### src/rtl/clk_diff_out_if.sv
// Signal bundle for the forwarded differential clock generator.
// The master side drives divisor/handshake requests; the slave side is the generator.
interface clk_diff_out_if #(
    parameter int unsigned DIV_W = 8
);
    logic [DIV_W-1:0] div_half;
    logic             div_load;
    logic             start_req;
    logic             stop_req;
    logic             ack;
    logic             div_err;
    logic             running;
    logic             clkout_p;
    logic             clkout_n;
    logic             rise_stb;
    logic             fall_stb;

    modport master (
        output div_half, div_load, start_req, stop_req,
        input  ack, div_err, running, clkout_p, clkout_n, rise_stb, fall_stb
    );

    modport slave (
        input  div_half, div_load, start_req, stop_req,
        output ack, div_err, running, clkout_p, clkout_n, rise_stb, fall_stb
    );
endinterface

### src/rtl/clk_diff_out.sv
// Forwarded clock generator: programmable half-period, complementary output
// pair, glitch-free start/stop with ack, and registered edge strobes.
module clk_diff_out #(
    parameter int unsigned DIV_W        = 8,
    parameter int unsigned DEFAULT_HALF = 4
) (
    input  logic          clk,
    input  logic          rst,
    clk_diff_out_if.slave bus
);
    typedef enum logic [1:0] {
        IDLE     = 2'd0,
        RUN      = 2'd1,
        STOPPING = 2'd2
    } state_t;

    state_t           state_q, state_d;
    logic             clk_q, clk_d;
    logic [DIV_W-1:0] cnt_q, cnt_d;
    logic [DIV_W-1:0] half_q, half_d;
    logic             ack_q, ack_d;
    logic             err_q, err_d;
    logic             rise_q, rise_d;
    logic             fall_q, fall_d;
    logic             running_q, running_d;
    logic             wrap;

    // End of the current half-period
    assign wrap = (cnt_q == (half_q - DIV_W'(1)));

    // Next-state, counter, divisor and strobe decode
    always_comb begin
        state_d   = state_q;
        clk_d     = clk_q;
        cnt_d     = cnt_q;
        half_d    = half_q;
        ack_d     = 1'b0;
        err_d     = 1'b0;
        rise_d    = 1'b0;
        fall_d    = 1'b0;

        // Divisor only changes while idle so a running clock never gets a short half
        if (bus.div_load) begin
            if (state_q == IDLE) begin
                half_d = (bus.div_half == '0) ? DIV_W'(1) : bus.div_half;
            end else begin
                err_d = 1'b1;
            end
        end

        unique case (state_q)
            IDLE: begin
                if (bus.start_req) begin
                    state_d = RUN;
                    clk_d   = 1'b1;
                    cnt_d   = '0;
                    rise_d  = 1'b1;
                    ack_d   = 1'b1;
                end
            end
            RUN: begin
                if (wrap) begin
                    cnt_d  = '0;
                    clk_d  = ~clk_q;
                    rise_d = ~clk_q;
                    fall_d = clk_q;
                end else begin
                    cnt_d = cnt_q + DIV_W'(1);
                end
                if (bus.stop_req) begin
                    state_d = STOPPING;
                end
            end
            STOPPING: begin
                if (wrap) begin
                    cnt_d = '0;
                    if (!clk_q) begin
                        // Suppress the low->high edge: the clock parks low
                        state_d = IDLE;
                        ack_d   = 1'b1;
                    end else begin
                        clk_d  = 1'b0;
                        fall_d = 1'b1;
                    end
                end else begin
                    cnt_d = cnt_q + DIV_W'(1);
                end
            end
            default: begin
                state_d = IDLE;
                clk_d   = 1'b0;
                cnt_d   = '0;
            end
        endcase

        running_d = (state_d != IDLE);
    end

    // State and output registers with asynchronous reset
    always_ff @(posedge clk or posedge rst) begin
        if (rst) begin
            state_q   <= IDLE;
            clk_q     <= 1'b0;
            cnt_q     <= '0;
            half_q    <= DIV_W'(DEFAULT_HALF);
            ack_q     <= 1'b0;
            err_q     <= 1'b0;
            rise_q    <= 1'b0;
            fall_q    <= 1'b0;
            running_q <= 1'b0;
        end else begin
            state_q   <= state_d;
            clk_q     <= clk_d;
            cnt_q     <= cnt_d;
            half_q    <= half_d;
            ack_q     <= ack_d;
            err_q     <= err_d;
            rise_q    <= rise_d;
            fall_q    <= fall_d;
            running_q <= running_d;
        end
    end

    assign bus.clkout_p = clk_q;
    assign bus.clkout_n = ~clk_q;
    assign bus.ack      = ack_q;
    assign bus.div_err  = err_q;
    assign bus.running  = running_q;
    assign bus.rise_stb = rise_q;
    assign bus.fall_stb = fall_q;
endmodule
### src/flat_wrapper.sv
// flat-port wrapper written by rule: the top's interface ports become plain ports
module clk_diff_out_flat 
#(
    parameter int unsigned DIV_W        = 8,
    parameter int unsigned DEFAULT_HALF = 4
)
  (clk, rst, bus_div_half, bus_div_load, bus_start_req, bus_stop_req, bus_ack, bus_div_err, bus_running, bus_clkout_p, bus_clkout_n, bus_rise_stb, bus_fall_stb);
  clk_diff_out_if #(.DIV_W(DIV_W)) bus_i ();
  input  logic clk;
  input  logic rst;
  input wire logic [$bits(bus_i.div_half)-1:0] bus_div_half;
  input wire logic [$bits(bus_i.div_load)-1:0] bus_div_load;
  input wire logic [$bits(bus_i.start_req)-1:0] bus_start_req;
  input wire logic [$bits(bus_i.stop_req)-1:0] bus_stop_req;
  output wire logic [$bits(bus_i.ack)-1:0] bus_ack;
  output wire logic [$bits(bus_i.div_err)-1:0] bus_div_err;
  output wire logic [$bits(bus_i.running)-1:0] bus_running;
  output wire logic [$bits(bus_i.clkout_p)-1:0] bus_clkout_p;
  output wire logic [$bits(bus_i.clkout_n)-1:0] bus_clkout_n;
  output wire logic [$bits(bus_i.rise_stb)-1:0] bus_rise_stb;
  output wire logic [$bits(bus_i.fall_stb)-1:0] bus_fall_stb;
  assign bus_i.div_half = bus_div_half;
  assign bus_i.div_load = bus_div_load;
  assign bus_i.start_req = bus_start_req;
  assign bus_i.stop_req = bus_stop_req;
  assign bus_ack = bus_i.ack;
  assign bus_div_err = bus_i.div_err;
  assign bus_running = bus_i.running;
  assign bus_clkout_p = bus_i.clkout_p;
  assign bus_clkout_n = bus_i.clkout_n;
  assign bus_rise_stb = bus_i.rise_stb;
  assign bus_fall_stb = bus_i.fall_stb;
  clk_diff_out #(.DIV_W(DIV_W), .DEFAULT_HALF(DEFAULT_HALF)) u_core (.clk(clk), .rst(rst), .bus(bus_i));
endmodule
### config.mk
export PLATFORM = sky130hd
export DESIGN_NAME = clk_diff_out_flat
export DESIGN_NICKNAME = d
export VERILOG_FILES = /design/src/rtl/clk_diff_out_if.sv /design/src/rtl/clk_diff_out.sv /design/src/flat_wrapper.sv
export SDC_FILE = /design/constraint.sdc
export NUM_CORES = 1
export LEC_CHECK = 0
export BUFFER_PORTS_ARGS = -buffer_cell sky130_fd_sc_hd__buf_4
export CAP_MARGIN = 25
export CORE_MARGIN = 2
export CORE_UTILIZATION = 61
export DETAILED_ROUTE_END_ITERATION = 10
export PLACE_DENSITY = 0.84
export SLEW_MARGIN = 30
export SYNTH_ARGS = -nofsm -noshare
export SYNTH_HDL_FRONTEND = slang
export SYNTH_SLANG_ARGS = --single-unit
### constraint.sdc
create_clock -name clk -period 4.15 [get_ports clk]
set_input_delay 1.0375 -clock clk [delete_from_list [all_inputs] [get_ports clk]]
set_output_delay 1.0375 -clock clk [all_outputs]
set_load 0.02 [all_outputs]
### After elaboration in Yosys (flattened, before gate mapping)

Cells that the tools add are included.

| word-level totals | value |
|---|---|
| memories kept | 0 |
| output and inout bits | 7 |
| word-level logic and storage cells | 49 |
| RAM bits | 0 |
| latch bits | 0 |
| ROM bits | 0 |
| register bits after elaboration | 24 |

| operators by class | value |
|---|---|
| reduce and logical (&&, ||, !) cells | 6 |
| equality and inequality tests | 6 |
| add/sub/neg operators | 2 |
| $lt $le $gt $ge | 0 |
| divide/modulo/power cells | 0 |
| shift operators | 0 |
| multiplexer cells | 25 |
| bitwise gates (word level) | 1 |
| multipliers | 0 |

Operators with widths:

| cell | count |
|---|---|
| 2-to-1 mux 8 bit | 3 |
| case mux 8 bit (2 select lines) | 1 |
| 2-to-1 mux 1 bit | 12 |
| adder 8 x 1 -> 8 bit, second input constant | 1 |
| equality test 8 bit | 1 |
| logical NOT 8 bit | 1 |
| 2-to-1 mux 2 bit | 4 |
| subtractor 8 x 1 -> 8 bit, second input constant | 1 |
| case mux 1 bit (2 select lines) | 3 |
| case mux 2 bit (3 select lines) | 1 |
| != test 2 x 1 -> 1 bit, second input constant | 2 |
| case mux 1 bit (3 select lines) | 1 |
| AND reduction 3 bit | 1 |
| equality test 2 x 1 -> 1 bit, second input constant | 1 |
| equality test 2 bit, second input constant | 1 |
| logical NOT 2 bit | 1 |
| != test 2 bit, second input constant | 1 |
| AND reduction 2 bit | 1 |
| nonzero test 2 bit | 1 |
| OR reduction 2 bit | 1 |
| inverter 1 bit | 1 |

### Depth between registers and ports, before layout

Gate-level depths: netlist (run 1).

| depth | value |
|---|---|
| depth in word-level cells | 5 |
| depth in mapped cells | 11 |
| mapped depth without buffers | 9 |

### Worst setup path after synthesis (run 1)

Ideal clock, no wire load.

| path | value |
|---|---|
| kind | reg2reg |
| start | register u_core.half_q[0] |
| end | register u_core.cnt_q[2] |
| stages on the path, launching flop included | 12 |
| clock period less this slack | 2.073 ns |
| arrival | 1.955 ns |
| buffers on the path | 2 |
| required time | 4.032 ns |
| slack | 2.077 ns |
| path through | dfrtp_1 -> inv_1 -> ha_1 -> buf_2 -> nand2b_1 -> nand3_1 -> o21ai_0 -> a2111oi_4 -> a21bo_1 -> buf_6 -> o21ai_2 -> a21o_1 |

| on the way | value |
|---|---|
| cells in the longest elaborated chain, start to end | 4 |

RTL lines:

| item | RTL line | text |
|---|---|---|
| from (decl) | clk_diff_out.sv:20 | `logic [DIV_W-1:0] half_q, half_d;` |
| from (signal assigned) | clk_diff_out.sv:105 | `half_q <= DIV_W'(DEFAULT_HALF);` |
| from (signal assigned) | clk_diff_out.sv:115 | `half_q <= half_d;` |
| subtractor 8 x 1 -> 8 bit | clk_diff_out.sv:29 | `assign wrap = (cnt_q == (half_q - DIV_W'(1)));` |
| equality test 8 bit | clk_diff_out.sv:29 |  |
| 2-to-1 mux 8 bit | clk_diff_out.sv:62, clk_diff_out.sv:75 |  |
| case mux 8 bit (2 select lines) | clk_diff_out.sv:51 | `unique case (state_q)` |
| to (signal assigned) | clk_diff_out.sv:114 | `cnt_q <= cnt_d;` |
| to (decl) | clk_diff_out.sv:19 | `logic [DIV_W-1:0] cnt_q, cnt_d;` |

Every way passes these cells.
A chain may end at the register's enable or synchronous reset.

### Worst setup path in the final report (run 1)

| path | value |
|---|---|
| start | register u_core.state_q[0] |
| end | register u_core.cnt_q[7] |

| on the way | value |
|---|---|
| cells in the longest elaborated chain, start to end | 3 |
| elaborated cells on any way between the ends | 6 |

RTL lines:

| item | RTL line | text |
|---|---|---|
| from (decl) | clk_diff_out.sv:17 | `state_t state_q, state_d;` |
| from (signal assigned) | clk_diff_out.sv:112 | `state_q <= state_d;` |
| equality test 2 x 1 -> 1 bit / equality test 2 bit (equally long branches) | clk_diff_out.sv:51 |  |
| OR reduction 2 bit (no line) | -- |  |
| case mux 8 bit (2 select lines) | clk_diff_out.sv:51 |  |

Parallel ways exist; a longest one is shown, timed or not.

==> reports/metrics.cfg, run 1 <==
[synth]
syn_inst=149
syn_area_per_cell_um2=9.93
yosysUniqueCellTypes=43
yosysTopAreaCell=dfrtp_1
ys_warn_count=0
synth.most_common_cell=dfrtp_1
ys_top_cells_by_area=dfrtp_1 (39%), mux2_2 (5.3%), ha_1 (5.1%)
synth_edf_count=0
syn-num-nets=168
ys_async_sr_fraction_pct=100
synth_common_cells=dfrtp_1 (23), a21oi_1 (12), nand2_1 (10), nand3_1 (8)
synth-main-ff-cell=dfrtp_1
yosysTopAreaCellShare_pct=38.9
ys_seq_area_share_pct=40.7
synth_seq_cells=24
syn_area_um2=1480

[placed_design]
numPortBuffers=19
pre_cts_slack_ns=1.72
placed_area_um2=1610
placed_cells=189
gp_congestion=0.764
dp_hpwl_um=2310

[cts]
post-cts-setup-buffers=0
clkSinkCount=24
cts-resized-gates=0
root_buffer=clkbuf_4
cts_max_path_buffers=2
numCtsBuffers=3
clock_latency_ns=0.32
htreeDepth=1
ctsHoldBuffers=0
clk_pin_slew_ns=0.13
cts_tree=done

[die]
dieHeight_um=53.3
die-area_um2=2840
io_pins=20
core_area_um2=2250
die_x_um=53.3
core.rowCount=17
start_util_pct=65.6

[final_layout]
post-route-cell-area_um2=1650
fillers=176
final_cells=193
final_util_pct=73.2
final_layout_size_suffix_gt1_share_pct=22.4
nets=185
n_antenna_cell=0
area_growth_pct=11.5

[grt]
grt_util_all_layers_pct=25.2
grt_pass1_wl_um=5060
grt_antenna_before_repair=0
grt_pass1_vias=1145
grt_max_degree=25
grt-ovfl-total=0

[timing]
rsz0062_at_grt=no
slew_headroom_pct=43.7
setup_viol=0
fmax_mhz=430
worstMarginPinSlew_ns=0.840
final-hold-violation-count=0
fin_crit_ns=2.33
holdWs_ns=0.550
layout_setup_ws_ns=1.82
skew_ns=0.00450
slew_viol_final=0
setup_tns_ns=0
fin_crit_sh_pct=56.1

[critical_path]
startpoint_type=register
cp_max_fo=11
crit_start=u_core.state_q[0]$_DFF_PP0_
critPathKind=reg2reg
worstPathRequired_ns=4.35
rr_startpoint=u_core.state_q[0]$_DFF_PP0_
crit_path_end_kind=register
r2r_slack_ns=1.82
worstPathArrival_ns=2.53

[status]
status=finished clean

[detailed_routing]
drc_errors=0
vias=1177
wire_per_inst_um=16.0
dr.pass1.iters=4
drtAntennaViolNets=0
drt-total-wl_um=3090
drt_iter0_drc=36
via_per_inst=6.10

[power]
finalPower_mw=1.10
power.density_nw_per_um2=668
ir_worst_vdd_uv=465
p_leak_nw=0.747

[min_path]
holdCritPathClass=reg2reg
min_from=u_core.half_q[7]$_DFFE_PP0P_

[job]
cap_violations=0

-- cells by family (layout without fill, tap and decap cells) --
family	Yosys count	count (layout)	share of synthesized area, %
adder cells (fa/ha/maj)	6	6	5.07
AND/OR/NAND/NOR	48	48	18.4
multiplexers	7	7	5.33
flip-flops	24	24	40.7
XOR/XNOR	13	13	7.69
AO/OA/AOI/OAI	37	37	18.1
buffers and inverters	14	30	4.73
-- placed cells by master (no fill, tap or decap), drive strengths merged --
cell     synthesis  routed
a21o             3       3
xnor2            6       6
nor2b            5       5
clkinv           0       1
nand3b           1       1
o22ai            1       1
a211oi           2       2
a211o            1       1
o211a            1       1
o31a             2       2
a2111oi          1       1
ha               6       6
xor2             7       7
mux2             7       7
a21oi           12      12
dfstp            1       1
or3              1       1
clkbuf           4       4
nand4            1       1
nand2           11      11
and3             1       1
a21bo            1       1
inv              7       6
buf              3      19
nand3            8       8
or2              1       1
a22o             2       2
nor2             6       6
dfrtp           23      23
o21ai            6       6
o32ai            2       2
a31oi            1       1
o21bai           2       2
nor4b            1       1
nor4             3       3
nor3             7       7
nand2b           2       2
-- worst max-delay path, stage by stage (launching register included) --
cell     delay [ns]
dfrtp_1        0.46
inv_1          0.14
ha_1           0.40
nor2b_1        0.62
nor2_1         0.18
nand3_1        0.15
xor2_1         0.18
a21oi_1        0.08
-- final timing paths --
path	to	cells after the start
worst max-delay path	u_core.cnt_q[7]$_DFFE_PP0P_	7
worst min-delay path	u_core.half_q[7]$_DFFE_PP0P_	1
worst max register to register	u_core.cnt_q[7]$_DFFE_PP0P_	7
worst min register to register	u_core.half_q[7]$_DFFE_PP0P_	1
max in group asynchronous	u_core.bus.ack$_DFF_PP0_	2
min in group asynchronous	u_core.bus.running$_DFF_PP0_	2
-- final cells by class --
type / count / area, um^2 / share of cell area (%)
Tap cell: 28 / 35.0 / 2.12
Multi-Input combinational cell: 111 / 808 / 49.0
Sequential cell: 24 / 602 / 36.5
Inverter: 7 / 26.3 / 1.59
Timing Repair Buffer: 19 / 143 / 8.64
Clock buffer: 4 / 36.3 / 2.20
-- routing by layer --
layer / share of wire [%] / track usage (%)
met1: 43 / 31.5
met2: 49 / 40.7
met5: 0 / 0
met3: 3.9 / 3.95
met4: 3.3 / 14.5
-- flip-flops by register name (all words and copies together) (netlist names) --
name / flops
u_core.half_q: 8
u_core.bus.rise_stb: 1
u_core.bus.clkout_p: 1
u_core.bus.ack: 1
u_core.state_q: 2
u_core.bus.fall_stb: 1
u_core.bus.running: 1
u_core.cnt_q: 8
u_core.bus.div_err: 1
-- power breakdown --
group          internal, mW  switching (mW)  leakage (nW)  total [mW]
sequential            0.315           0.122         0.303       0.437
combinational         0.244           0.296         0.422       0.540
clock                0.0537          0.0715        0.0210       0.125
total                 0.613           0.489         0.747        1.10
Power figures use the tool's default switching activity.
==> inputs of run 2 (changes only) <==
ABC_AREA = 1   (was unset)
CORE_UTILIZATION = 56   (was 61)
PLACE_DENSITY = 0.78   (was 0.84)
clock period = 2.3 ns   (was 4.15 ns; I/O delays follow)
==> run 2 against run 1 <==
Maximum frequency increased by 27%. Sequential share of layout area decreased by 0.54 points. Design area increased by 1.5%. Global-route usage decreased by 2.5 points. Non-clock buffer count increased by 1. Via count increased by 8.2%. Synthesized area decreased by 2.5%. Worst hold slack got worse by 0.27 ns. Sequential cell count unchanged. Critical path depth increased by 4. Clock skew increased by 0.0016 ns. Largest power group unchanged.
==> reports/metrics.cfg, run 2 <==
[cts]
cts_max_path_buffers=2  ; unchanged
clkSinkCount=24  ; unchanged
cts-resized-gates=0  ; unchanged
cts_tree=done
ctsHoldBuffers=0  ; unchanged
numCtsBuffers=3  ; unchanged
post-cts-setup-buffers=0  ; unchanged
clk_pin_slew_ns=0.14  ; about the same
htreeDepth=1  ; unchanged
clock_latency_ns=0.32  ; about the same
root_buffer=clkbuf_4

[critical_path]
rr_startpoint=u_core.half_q[0]$_DFFE_PP0P_
path_common_cell=nand2_1
crit_start=u_core.half_q[0]$_DFFE_PP0P_
slowest_stage=dfrtp_1
rr_worst_depth=11  ; +4
worstSetupEndpoint=u_core.cnt_q[7]$_DFFE_PP0P_
r2r_end=u_core.cnt_q[7]$_DFFE_PP0P_
path_cells=inv_1 -> ha_1 -> nand2_2 -> nor2_1 -> nand2_1 -> nand2_1 -> nand2_1 -> nor2_2 -> nand2_1 -> nand2_2 -> o22ai_1
worstPathRequired_ns=2.51  ; -1.84 ns
r2r_slack_ns=0.47  ; -1.36 ns
worstPathArrival_ns=2.04  ; -0.49 ns
critPathKind=reg2reg
crit_path_end_kind=register
startpoint_type=register
slowest_delay_ns=0.43  ; -0.19 ns
cp_max_fo=7  ; -4

[timing]
fmax_mhz=545  ; +27%
skew_ns=0.00607  ; +0.00157 ns
fin_crit_sh_pct=79.8  ; +24 points
final-hold-violation-count=0  ; unchanged
slew_headroom_pct=72.2  ; +29 points
rsz0062_at_grt=no
worstMarginPinSlew_ns=0.415  ; -0.424 ns
fin_crit_ns=1.83  ; -0.493 ns
slew_viol_final=0  ; unchanged
setup_tns_ns=0  ; unchanged
holdWs_ns=0.282  ; -0.268 ns
setup_viol=0  ; unchanged

[synth]
ys_seq_area_share_pct=41.7  ; +1.0 points
yosysTopAreaCell=dfrtp_1
ys_warn_count=0  ; unchanged
ys_top_cells_by_area=dfrtp_1 (40%), nand2_1 (12%), inv_1 (9.4%)
syn_inst=192  ; +29%
synth.most_common_cell=nand2_1
ys_async_sr_fraction_pct=100  ; unchanged
synth_edf_count=0  ; unchanged
syn_area_per_cell_um2=7.52  ; -24%
syn_area_um2=1440  ; -2.5%
synth-main-ff-cell=dfrtp_1
syn-num-nets=211  ; +26%
yosysUniqueCellTypes=24  ; -44%
synth_seq_cells=24  ; unchanged
synth_common_cells=nand2_1 (47), inv_1 (36), dfrtp_1 (23), nor2_1 (15), o21ai_0 (14)
yosysTopAreaCellShare_pct=39.9  ; +0.98 points

[grt]
grt-ovfl-total=0  ; unchanged
grt_util_all_layers_pct=22.7  ; -2.5 points
grt_pass1_vias=1193  ; +4.2%
grt_pass1_wl_um=4760  ; -5.9%
grt_antenna_before_repair=0  ; unchanged
grt_max_degree=25  ; unchanged

[placed_design]
numPortBuffers=19  ; unchanged
gp_congestion=0.871  ; +14%
dp_hpwl_um=2300  ; -0.64%

[final_layout]
n_antenna_cell=0  ; unchanged
layout_top_registers=u_core.cnt_q x8, u_core.half_q x8, u_core.state_q x2
most-common-layout-cells=nand2_1 (47), inv_1 (36), dfrtp_1 (23), buf_4 (20), nor2_1 (15)
final_layout_size_suffix_gt1_share_pct=16.4  ; -6.1 points
nets=234  ; +26%
layout_commonest_cell=nand2_1
area_growth_pct=16.0

[power]
finalPower_mw=1.99  ; +80%
p_leak_nw=0.876  ; +17%
power.density_nw_per_um2=1190  ; +77%
ir_worst_vdd_uv=777  ; +67%

[die]
io_pins=20  ; unchanged
start_util_pct=58.8  ; -6.8 points
core.rowCount=18  ; +1
core_area_um2=2450  ; +8.9%
dieHeight_um=54.8  ; +2.8%
die-area_um2=3000  ; +5.8%
die_x_um=54.8  ; +2.8%

[detailed_routing]
wire_per_inst_um=11.8  ; -26%
vias=1273  ; +8.2%
drt-total-wl_um=2870  ; -7.0%
via_per_inst=5.22  ; -14%
drt_iter0_drc=38  ; +5.6%
drc_errors=0  ; unchanged
dr.pass1.iters=5  ; +1
drtAntennaViolNets=0  ; unchanged

[min_path]
holdCritPathClass=in2async

[job]
cap_violations=0  ; unchanged

[status]
status=finished clean

==> run 2: cell count changes in the layout (fill, tap and decap cells not counted), moves of 3 or more <==
cell and delta:
a21oi_1 -10, nand2_1 +37, mux2_2 -5, inv_1 +30
o21ai_0 +10, nor2b_1 -5, a21o_1 -3, nor2_1 +9
nand3_1 +3, o22ai_1 +4, nor3_1 -3
==> run 2: cells by family (layout without fill, tap and decap cells) <==
logic type | count (synthesis) | after routing | share of synthesized area [%]
simple gates | 87 | 87 | 26.3
buf+inv | 39 | 61 | 10.2
flops | 24 | 24 | 41.7
compound gates | 23 | 23 | 8.41
xor+xnor | 11 | 11 | 6.67
fa+ha+maj | 6 | 6 | 5.20
mux | 2 | 2 | 1.56
==> run 2: worst min-delay path by stage <==
stage                     cells past startpoint  slack, ns                           end
after CTS                                     3       0.29  u_core.bus.div_err$_DFF_PP0_
after global routing                          3       0.31  u_core.bus.div_err$_DFF_PP0_
after floorplan                               1       0.49   u_core.cnt_q[0]$_DFFE_PP0P_
final                                         3       0.28  u_core.bus.div_err$_DFF_PP0_
after global placement                        1       0.52  u_core.half_q[7]$_DFFE_PP0P_
after detailed placement                      1       0.52  u_core.half_q[7]$_DFFE_PP0P_
==> run 2: where the power goes <==
part	total, mW	leakage [nW]	internal (mW)	switching (mW)
sequential	0.710	0.305	0.565	0.145
combinational	0.969	0.543	0.372	0.596
clock	0.307	0.0279	0.176	0.130
total	1.99	0.876	1.11	0.872
==> run 2: through the flow <==
step,std cells,instance area (um^2),setup slack (ns),util (%)
6_report,244,1680,0.465,68.2
5_1_grt,244,1680,0.255,68.2
4_1_cts,244,1680,0.465,68.2
3_5_place_dp,240,1620,0.489,66.1
3_3_place_gp,240,1620,0.532,66.1
2_1_floorplan,192,1440,0.671,-
==> run 2: final cells by class <==
cell class              instances  area (um^2)
clock inverters                 1         30.0
fillers                       216          779
inverters                      37          139
flip-flops and latches         24          602
repair buffers                 20          150
multi-input cells             129          694
clock buffers                   3         22.5
well taps                      30         37.5
==> run 2: per-layer routing <==
metal	vias to the layer above	routed length, um	global-route usage, %
met5	-	0	0
met4	0	42	10.0
met3	6	121	2.46
met2	32	1420	38.7
met1	593	1290	28.7
li1	642	-	-
==> run 2: critical path, delay by kind of cell, from the launching register on <==
kind | cells | cell delay (ns)
simple gates | 8 | 0.81
fa+ha+maj | 1 | 0.23
compound gates | 1 | 0.10
flops | 1 | 0.43
buf+inv | 1 | 0.16
==> inputs of run 3 (changes only) <==
clock period = 1.75 ns   (was 2.3 ns; I/O delays follow)
==> run 3 against run 2 <==
Sequential power rose by 32%. Clock skew grew 0.0078 ns. Largest cell class unchanged. Non-clock buffer count is 7 higher.
==> reports/metrics.cfg, run 3 (synthesis results as in run 2) <==
[placed_design]
placed_area_um2=1660  ; +2.3%
gp_congestion=0.865  ; -0.68%
numPortBuffers=19  ; unchanged
dp_hpwl_um=2310  ; +0.56%

[die]
die-area_um2=3000  ; unchanged
io_pins=20  ; unchanged
start_util_pct=58.8  ; unchanged
core_area_um2=2450  ; unchanged
core.rowCount=18  ; unchanged
die_x_um=54.8  ; unchanged
dieHeight_um=54.8  ; unchanged

[critical_path]
slowest_stage=dfrtp_1
cp_max_fo=4  ; -3
worstPathArrival_ns=1.97  ; -0.07 ns
path_cells=inv_2 -> ha_4 -> nand3_2 -> nand2_1 -> inv_1 -> nor2_1 -> nand2_1 -> nor2_2 -> nand3_2 -> nand2_1 -> nand2_1 -> nand2_2 -> nand2_1
slowest_delay_ns=0.44  ; about the same
crit_path_end_kind=register
critPathKind=reg2reg
startpoint_type=register
path_common_cell=nand2_1
worstPathRequired_ns=1.98  ; -0.53 ns

[timing]
final-hold-violation-count=0  ; unchanged
setup_viol=0  ; unchanged
setup_tns_ns=0  ; unchanged
fmax_mhz=574  ; +5.3%
worstMarginPinSlew_ns=0.312  ; -0.103 ns
holdWs_ns=0.129  ; -0.153 ns
rsz0062_at_grt=yes
fin_crit_ns=1.74  ; -0.0928 ns
slew_viol_final=0  ; unchanged
fin_crit_sh_pct=99.5  ; +20 points
skew_ns=0.0138  ; +0.00776 ns
slew_headroom_pct=79.2  ; +6.9 points

[grt]
grt_pass1_vias=1181  ; -1.0%
grt_max_degree=25  ; unchanged
grt_antenna_before_repair=0  ; unchanged
grt-ovfl-total=0  ; unchanged
grt_pass1_wl_um=4950  ; +4.1%
grt_util_all_layers_pct=23.7  ; +1.1 points

[final_layout]
final_layout_size_suffix_gt1_share_pct=24.4  ; +8.1 points
post-route-cell-area_um2=1760  ; +5.2%
most-common-layout-cells=nand2_1 (46), inv_1 (33), buf_4 (26), dfrtp_1 (22)
final_util_pct=71.8  ; +3.5 points
n_antenna_cell=0  ; unchanged
nets=241  ; +3.0%
layout_top_registers=u_core.cnt_q x8, u_core.half_q x8, u_core.state_q x2
layout_commonest_cell=nand2_1
area_growth_pct=22.0

[detailed_routing]
dr.pass1.iters=5  ; unchanged
via_per_inst=5.26  ; +0.88%
drc_errors=0  ; unchanged
drt-total-wl_um=3180  ; +11%
drt_iter0_drc=20  ; -47%
wire_per_inst_um=12.7  ; +7.4%
drtAntennaViolNets=0  ; unchanged
vias=1321  ; +3.8%

[status]
status=finished clean

[power]
ir_worst_vdd_uv=1010  ; +30%
p_leak_nw=0.903  ; +3.1%
power.density_nw_per_um2=1580  ; +33%

[cts]
clock_latency_ns=0.33  ; about the same
clkSinkCount=24  ; unchanged
htreeDepth=1  ; unchanged
cts_tree=done
cts_max_path_buffers=2  ; unchanged
clk_pin_slew_ns=0.14  ; about the same
root_buffer=clkbuf_4
numCtsBuffers=3  ; unchanged
ctsHoldBuffers=0  ; unchanged

[min_path]
holdCritPathClass=in2async

[job]
cap_violations=0  ; unchanged

==> run 3: cell types whose count changed in the layout (fill, tap and decap cells not counted), moves of 2 or more <==
| cell | before | now |
|---|---|---|
| buf_4 | 20 | 26 |
| inv_1 | 36 | 33 |
| inv_2 | 1 | 4 |
| nand3_1 | 11 | 9 |
| nand3_2 | 1 | 3 |
| nor2_1 | 15 | 11 |
| nor2_2 | 2 | 5 |
| o21ai_0 | 14 | 11 |
| o21ai_1 | 2 | 5 |
==> run 3: worst max-delay path, delay by kind of cell, from the launching register on <==
kind	cells	cell delay (ns)
adder cells (fa/ha/maj)	1	0.16
buffers and inverters	2	0.15
flip-flops	1	0.44
AND/OR/NAND/NOR	10	0.87
==> run 3: cell type report <==
| type | instances | area (um^2) |
|---|---|---|
| Inverter | 37 | 139 |
| Sequential cell | 24 | 603 |
| Multi-Input combinational cell | 129 | 739 |
| Fill cell | 189 | 693 |
| Tap cell | 30 | 37.5 |
| Clock buffer | 4 | 36.3 |
| Timing Repair Buffer | 27 | 206 |
==> run 3: stage by stage <==
step	power, mW	std cells	worst slack, ns
after floorplan	1.87	192	0.121
after global placement	2.24	245	0.0892
after detailed placement	2.29	245	0.0270
after CTS	2.60	249	0.00672
after global routing	3.02	251	-0.0874
final	2.78	251	0.00820
==> run 3: final timing paths <==
path,start,to,slack (ns),cells past startpoint
min,rst,u_core.bus.div_err$_DFF_PP0_,0.13,3
min in group clk,bus_div_load,u_core.bus.div_err$_DFF_PP0_,0.30,3
max,u_core.half_q[0]$_DFFE_PP0P_,u_core.bus.running$_DFF_PP0_,0.008,13
max in group asynchronous,rst,u_core.half_q[2]$_DFFE_PP1P_,1.33,3
min reg2reg,u_core.half_q[2]$_DFFE_PP1P_,u_core.half_q[2]$_DFFE_PP1P_,0.55,2
max reg2reg,u_core.half_q[0]$_DFFE_PP0P_,u_core.bus.running$_DFF_PP0_,0.008,13
==> run 3: power by group <==
| group | switching (mW) | internal [mW] | total (mW) | leakage [nW] |
|---|---|---|---|---|
| Combinational | 0.907 | 0.628 | 1.54 | 0.578 |
| Sequential | 0.195 | 0.745 | 0.940 | 0.304 |
| Clock | 0.180 | 0.128 | 0.307 | 0.0210 |
==> run 3: metal layers <==
layer,global-route usage (%),up-vias,wire length (um)
li1,-,658,-
met1,31.0,626,1420
met2,39.3,28,1580
met3,3.28,9,116
met4,9.58,0,63
met5,0,-,0
==> run 3: what timing repair did <==
| action | in CTS | in global routing |
|---|---|---|
| setup endpoints to repair | 1 | 15 |
| buffers inserted | 0 | 2 |
| gates resized for setup | 2 | 17 |
| endpoints found under the hold margin | 0 | 0 |
| pin swaps | 1 | 7 |
